===== src/rtl/jtag_bsr_pkg.sv =====
// Shared types and sizing helpers for the boundary-scan register.
package jtag_bsr_pkg;

  typedef enum logic [1:0] {
    NORMAL = 2'd0,
    EXTEST = 2'd1,
    CLAMP  = 2'd2,
    SAMPLE = 2'd3
  } bsr_mode_e;

  // Counter must represent 0..WIDTH+1, the top value flagging an overrun.
  function automatic int cnt_width(input int width);
    return $clog2(width + 2);
  endfunction

endpackage


===== src/rtl/jtag_bsr_cell.sv =====
// One boundary cell: shift flop with capture/shift mux, update flop, pin mux.
module jtag_bsr_cell
  import jtag_bsr_pkg::*;
(
  input  logic       clk,
  input  logic       rst,
  input  logic       safe_i,
  input  logic       capture_i,
  input  logic       shift_i,
  input  logic       ser_i,
  input  logic       par_i,
  input  logic       upd_en_i,
  input  logic [1:0] mode_i,
  output logic       sreg_o,
  output logic       pout_o
);

  logic sreg_q, sreg_d;
  logic ureg_q;

  always_comb begin
    sreg_d = sreg_q;
    if (capture_i)    sreg_d = par_i;
    else if (shift_i) sreg_d = ser_i;
  end

  always_ff @(posedge clk or posedge rst) begin
    if (rst) begin
      sreg_q <= 1'b0;
      ureg_q <= safe_i;
    end else begin
      sreg_q <= sreg_d;
      if (upd_en_i) ureg_q <= sreg_q;
    end
  end

  always_comb begin
    pout_o = par_i;
    case (bsr_mode_e'(mode_i))
      EXTEST:  pout_o = ureg_q;
      CLAMP:   pout_o = safe_i;
      default: pout_o = par_i;
    endcase
  end

  assign sreg_o = sreg_q;

endmodule


===== src/rtl/jtag_boundary_register.sv =====
// Boundary-scan register: WIDTH cells in a chain, with a shift counter that
// gates updates so only a complete scan reaches the pins in strict mode.
module jtag_boundary_register
  import jtag_bsr_pkg::*;
#(
  parameter int               WIDTH         = 8,
  parameter logic [WIDTH-1:0] SAFE_VALUE    = '0,
  parameter bit               STRICT_UPDATE = 1'b1,
  localparam int              CW            = cnt_width(WIDTH)
) (
  input  logic             clk,
  input  logic             rst,
  input  logic             captureDR,
  input  logic             shiftDR,
  input  logic             updateDR,
  input  logic [1:0]       mode,
  input  logic             shiftIN,
  output logic             shiftOUT,
  input  logic [WIDTH-1:0] parallelIN,
  output logic [WIDTH-1:0] parallelOUT,
  output logic [CW-1:0]    shiftCount,
  output logic             updateDone,
  output logic             updateError
);

  localparam logic [CW-1:0] CNT_FULL = CW'(WIDTH);
  localparam logic [CW-1:0] CNT_SAT  = CW'(WIDTH + 1);

  // chain[i] is cell i's shift flop; chain[WIDTH] is the TDI entry point.
  logic [WIDTH:0] chain;
  logic [CW-1:0]  cnt_q, cnt_d;
  logic           done_q, err_q;
  logic           upd_ok;

  assign chain[WIDTH] = shiftIN;
  assign upd_ok = updateDR && (!STRICT_UPDATE || (cnt_q == CNT_FULL));

  for (genvar i = 0; i < WIDTH; i++) begin : g_cell
    jtag_bsr_cell u_cell (
      .clk       (clk),
      .rst       (rst),
      .safe_i    (SAFE_VALUE[i]),
      .capture_i (captureDR),
      .shift_i   (shiftDR),
      .ser_i     (chain[i+1]),
      .par_i     (parallelIN[i]),
      .upd_en_i  (upd_ok),
      .mode_i    (mode),
      .sreg_o    (chain[i]),
      .pout_o    (parallelOUT[i])
    );
  end

  always_comb begin
    cnt_d = cnt_q;
    if (captureDR)                       cnt_d = '0;
    else if (shiftDR && cnt_q < CNT_SAT) cnt_d = cnt_q + 1'b1;
  end

  always_ff @(posedge clk or posedge rst) begin
    if (rst) begin
      cnt_q  <= '0;
      done_q <= 1'b0;
      err_q  <= 1'b0;
    end else begin
      cnt_q  <= cnt_d;
      done_q <= upd_ok;
      err_q  <= updateDR && !upd_ok;
    end
  end

  assign shiftOUT    = chain[0];
  assign shiftCount  = cnt_q;
  assign updateDone  = done_q;
  assign updateError = err_q;

endmodule


===== config.mk =====
export PLATFORM = sky130hd
export DESIGN_NAME = jtag_boundary_register
export DESIGN_NICKNAME = d
export VERILOG_FILES = /design/src/rtl/jtag_bsr_pkg.sv /design/src/rtl/jtag_bsr_cell.sv /design/src/rtl/jtag_boundary_register.sv
export SDC_FILE = /design/constraint.sdc
export NUM_CORES = 1
export LEC_CHECK = 0
export CORE_ASPECT_RATIO = 0.75
export CORE_MARGIN = 1.5
export CORE_UTILIZATION = 45
export CTS_BUF_LIST = sky130_fd_sc_hd__clkbuf_4
export DETAILED_ROUTE_END_ITERATION = 16
export GPL_ROUTABILITY_DRIVEN = 0
export PLACE_DENSITY = 0.81
export SLEW_MARGIN = 20
export SYNTH_ARGS = -nofsm -noshare
export SYNTH_HDL_FRONTEND = slang
export SYNTH_SLANG_ARGS = --single-unit

===== constraint.sdc =====
create_clock -name clk -period 1.4 [get_ports clk]
set_input_delay 0.28 -clock clk [delete_from_list [all_inputs] [get_ports clk]]
set_output_delay 0.28 -clock clk [all_outputs]
set_load 0.02 [all_outputs]

# Yosys cells after proc, flatten, opt, wreduce, memory -nomap -nowiden
# Index checks and enable logic that the tools add are counted.
[totals]
latch_bits = 0
regBits = 22
memories = 0
rom_bits = 0
output_inout_bits = 15
wordCells = 56
input_bits = 16
mem_bits_rw = 0
[classes]
order_cmp = 1
mul = 0
n_div = 0
bitwise_logic = 0
n_eq_ne = 3
n_reduce_logical = 6
n_mux = 26
shifts = 0
n_addsub = 1
[ops]
columns = ["operator", "n"]
rows = [
  ["two-way mux 1 bit", 16],
  ["case mux 1 bit (2 select lines)", 8],
  ["two-way mux 4 bit", 2],
  ["adder 4 x 1 -> 4 bit, second input constant", 1],
  ["equality test 4 bit, second input constant", 1],
  ["less-than comparator 4 bit, second input constant", 1],
  ["nonzero test 2 bit", 2],
  ["logical AND 1 bit", 3],
  ["equality test 2 x 1 -> 1 bit, second input constant", 1],
  ["equality test 2 bit, second input constant", 1],
  ["zero test 1 bit", 1],
]

# Longest topological paths before layout
# Gate-level depths: netlist of run 1.
[logic_depth]
ltp_word = 4
depth_mapped = 6
depth_no_buf = 5

# Worst setup path after synthesis of run 1
# No wires, ideal clock.
[synth_path]
path_type = "register to register"
startpoint = "register cnt_q[0], in the netlist shiftCount[0]"
endpoint = "register cnt_q[0], in the netlist shiftCount[0]"
t_arrival_ps = 1318
period_less_slack_ps = 1443
stages_incl_launch_ff = 6
slack_ps = -43
setup_ps = 125
path_cell_list = "dfrtp_1 inv_1 ha_1 nand2b_1 a21boi_2 mux2_2"
[synth_via]
elab_chain_cells = 3
elab_cells_between_ends = 6
cone_classes = "1 x add/sub; 1 x order compare; 2 x mux; 2 x reduce/logical"
[synth_rtl]
columns = ["element", "line", "text"]
rows = [
  ["start: declaration", "jtag_boundary_register.sv:31", "logic [CW-1:0] cnt_q, cnt_d;"],
  ["start signal: assignment", "jtag_boundary_register.sv:66", "cnt_q <= cnt_d;"],
  ["adder 4 x 1 -> 4 bit / less-than comparator 4 bit (equally long branches)", "jtag_boundary_register.sv:57", "else if (shiftDR && cnt_q < CNT_SAT) cnt_d = cnt_q + 1'b1;"],
  ["two-way mux 4 bit / logical AND 1 bit (equally long branches)", "jtag_boundary_register.sv:57", ""],
  ["two-way mux 4 bit / nonzero test 2 bit (equally long branches)", "-", ""],
]
# Several ways; a longest one is shown, not always the timed one. The select of a mux whose other input is x is not followed.
# A chain may end at the register's enable or synchronous reset.

# Worst setup path after layout of run 1
[layout_path]
startpoint = "input mode[0]"
endpoint = "output parallelOUT[6]"
[layout_via]
elab_chain_cells = 2
elab_cells_between_ends = 3
cone_classes = "2 x eq/ne; 1 x mux"
[layout_rtl]
columns = ["element", "line", "text"]
rows = [
  ["start: declaration", "jtag_boundary_register.sv:16", "input logic [1:0] mode,"],
  ["equality test 2 bit / equality test 2 x 1 -> 1 bit (equally long branches)", "jtag_bsr_cell.sv:39", "case (bsr_mode_e'(mode_i))"],
  ["case mux 1 bit (2 select lines) (*)", "jtag_bsr_cell.sv:39", ""],
  ["end: declaration", "jtag_boundary_register.sv:20", "output logic [WIDTH-1:0] parallelOUT,"],
]
# Mark *: on every way between the ends. The rest lies on a longest branch, timed or not.

==> results of run 1 <==
## power by group through the flow
stage | Sequential [W] | Combinational (W) | Clock [W]
2_1_floorplan | 0.000713 | 0.000174 | 0
3_3_place_gp | 0.000707 | 0.000295 | 0
3_5_place_dp | 0.000708 | 0.000303 | 0
4_1_cts | 0.000695 | 0.000323 | 0.000299
5_1_grt | 0.000702 | 0.000381 | 0.000326
6_report | 0.000697 | 0.000349 | 0.000290
## repair_timing
action | CTS | global route
gates cloned | 2 | 0
gates resized for setup | 72 | 17
pin swaps | 5 | 5
setup endpoints to repair | 23 | 21
endpoints found under the hold margin | 0 | 0
setup buffers | 0 | 0
## final timing paths
path	to	startpoint	cells after the start	slack, ps
min in group clk	g_cell[2].u_cell.sreg_o$_DFFE_PP0P_	parallelIN[2]	4	360
worst min register to register	g_cell[4].u_cell.ureg_q$_DFFE_PP0P_	g_cell[4].u_cell.ureg_q$_DFFE_PP0P_	1	520
max in group asynchronous	shiftCount[0]$_DFFE_PP0P_	rst	3	870
worst min-delay path	updateDone$_DFF_PP0_	rst	3	290
worst max-delay path	parallelOUT[6]	mode[0]	5	10
worst max register to register	shiftCount[0]$_DFFE_PP0P_	shiftCount[1]$_DFFE_PP0P_	5	60
## Yosys cell counts
library cell	number
sky130_fd_sc_hd__dfrtp_1	22
sky130_fd_sc_hd__nand2_1	17
sky130_fd_sc_hd__o21ai_0	13
sky130_fd_sc_hd__mux2_2	9
sky130_fd_sc_hd__mux2i_1	9
sky130_fd_sc_hd__buf_4	8
sky130_fd_sc_hd__inv_1	8
sky130_fd_sc_hd__a22o_1	4
sky130_fd_sc_hd__ha_1	4
sky130_fd_sc_hd__clkbuf_1	3
sky130_fd_sc_hd__nand2b_1	3
sky130_fd_sc_hd__nor2_1	3
sky130_fd_sc_hd__a211o_2	1
sky130_fd_sc_hd__a21boi_2	1
sky130_fd_sc_hd__a21oi_1	1
sky130_fd_sc_hd__a31oi_1	1
sky130_fd_sc_hd__a41oi_1	1
sky130_fd_sc_hd__buf_6	1
sky130_fd_sc_hd__nand4_4	1
sky130_fd_sc_hd__nor2b_1	1
## registers in the layout (all words and copies together) (netlist names)
| signal | cells |
|---|---|
| g_cell.u_cell.sreg_o | 8 |
| g_cell.u_cell.ureg_q | 8 |
| shiftCount | 4 |
| updateDone | 1 |
| updateError | 1 |
## cell families after synthesis
kind of cell,count (synthesis),synth area share (%)
compound gates,22,12.1
fa+ha+maj,4,4.29
buf+inv,20,9.65
flops,22,47.2
mux,18,16.4
simple gates,25,10.4
## metal layers
metal	wire, um	vias to the layer above	track usage (%)
met5	0	-	0
met4	0	0	0
met1	1160	426	27.0
met3	129	0	6.06
li1	-	442	-
met2	1100	24	31.6
## worst max-delay path, cell delays in order
cell	delay [ps]
sky130_fd_sc_hd__buf_6	100
sky130_fd_sc_hd__ha_4	260
sky130_fd_sc_hd__buf_6	130
sky130_fd_sc_hd__a22o_1	210
sky130_fd_sc_hd__buf_6	130
## area by class of cell
type	instances	area [um2]
multi-input cells	70	584
fillers	189	753
flip-flops and latches	22	553
clock buffers	3	22.5
clock inverters	1	3.75
inverters	8	37.5
well taps	34	42.5
repair buffers	42	387
## stage by stage
stage / setup WS, ps / instances / instance area (um2)
2_1_floorplan: 3.99 / 111 / 1180
3_3_place_gp: -985 / 174 / 1510
3_5_place_dp: -1020 / 174 / 1510
4_1_cts: -7.15 / 180 / 1570
5_1_grt: -10.5 / 180 / 1630
6_report: 10.3 / 180 / 1630
==> summary.txt, run 1 <==
Number of global-route vias before repair -> 883
Shortest period the worst path allows -> 1390 ps
RSZ-0062 raised after global routing -> true
Row cnt -> 15
Clock latency on the worst-skew pair -> 310 ps
Number of optimization iterations in the first detailed-route pass -> 4
Post-synthesis register bit count -> 22
Cell internal power dissipation -> 0.000953 W
Area of the core -> 2380 um2
Worst Setup End Kind -> primary output
H-tree Lvls -> 1
Finished Core Util -> 68.4%
Largest area contributor in the netlist -> sky130_fd_sc_hd__dfrtp_1
Mean area per synthesized cell -> 10.5 um2
Psw -> 0.000383 W
Cells after synthesis -> 111
Clk sink count -> 22
Pin count of the biggest net entering global routing -> 23
Per-cell via count in the routed design -> 4.96
All-Layer GR Usage -> 19.2%
Iter 0 DRT Violations -> 4
Data required time at the worst endpoint -> 1120 ps
Peak clock frequency supported by timing -> 720 MHz
Wire length per cell after detailed routing -> 13.3 um
Combinational share of power -> 26.1%
Number of hold buffers added after cts -> 0
Die extent in x -> 61.8 um
Nets -> 167
Data arrival time of the critical path -> 1110 ps
Half-perimeter wire length after detailed placement -> 1690 um
Area grow syn2layout -> 39.7%
Antenna viol nets, final -> 0
Transition time at the pin with the least slew margin -> 279 ps
Maximum clock insertion buffer count -> 2
Min-Delay Path Class -> input pin to asynchronous set/reset pin
Total Wirelength -> 2390 um
Top area cells in the synthesized netlist -> sky130_fd_sc_hd__dfrtp_1 47%, sky130_fd_sc_hd__mux2_2 8.7%, sky130_fd_sc_hd__mux2i_1 7.7%
Antenna violations before repair -> 0
Top cell type's share of synthesized area -> 47.2%
Relative contribution of the clock network to total power -> 21.7%
Areal power density over the cells -> 820 nW/um2
Leading cell type in the layout, fill and taps excluded -> sky130_fd_sc_hd__dfrtp_1
Max-capacitance violation count -> 0
Residual DRC count -> 0
Clock tree skew after final layout -> 9.08 ps
Overall overflow remaining after global route -> 0
Peak supply drop -> 0.696 mV
Clock transition at the register clock pins on the worst setup and hold paths after CTS -> 120 ps
Synthesized Nets -> 131
Die outline area -> 2910 um2
Sequential share of the synthesized area -> 47.2%
Relative slew margins -> 81.4%
Clock tree from TritonCTS -> built
Largest fanout on the critical path -> 4
Run status -> finished clean
Summed negative setup slack over all endpoints -> 0 ps
Top-Level Pins -> 31
Most used cells in the layout excluding fill and tap cells -> 20 x sky130_fd_sc_hd__dfrtp_1, 16 x sky130_fd_sc_hd__nand2_1, 12 x sky130_fd_sc_hd__clkdlybuf4s50_1, 11 x sky130_fd_sc_hd__o21ai_0, 11 x sky130_fd_sc_hd__buf_4
Startpoint class of the critical path -> input pin
Cell at the root of the clock tree -> sky130_fd_sc_hd__clkbuf_4
Final max-slew violation count -> 0
Register share of total power -> 52.2%
PnR Total Power -> 0.00134 W
Number of hold violations in the final report -> 0
Distinct cells, synth -> 20
Diode insertion count for antenna repair -> 0
Initial Util -> 49.0%
Global-route wire length before repair -> 4000 um
Lkg Pwr -> 0.789 nW
Switching share of power -> 28.7%
Post-route worst hold slack -> 291 ps
Period Utilization, post-route -> 99.3%
Fraction of layout cells with a size suffix above 1 -> 34.2%
Cts bufs inserted -> 3
Routed vias -> 892
Setup Crit Path Kind -> input pin to primary output
# port buffers -> 30
Die H -> 47.1 um
Total number of yosys warnings -> 0
Final count of negative-setup-slack endpoints -> 0
Synth Cell Area -> 1170 um2
No activity file was read; power rests on OpenSTA's default activity.
==> inputs of run 2 (changes only) <==
--- a/config.mk
+++ b/config.mk
@@ -5,6 +5,7 @@
 export SDC_FILE = /design/constraint.sdc
 export NUM_CORES = 1
 export LEC_CHECK = 0
+export ABC_CLOCK_PERIOD_IN_PS = 1400
 export CORE_ASPECT_RATIO = 0.75
 export CORE_MARGIN = 1.5
 export CORE_UTILIZATION = 45
==> results of run 2 <==
Same layout as run 1: the final DEF is identical, and so are final timing and power.
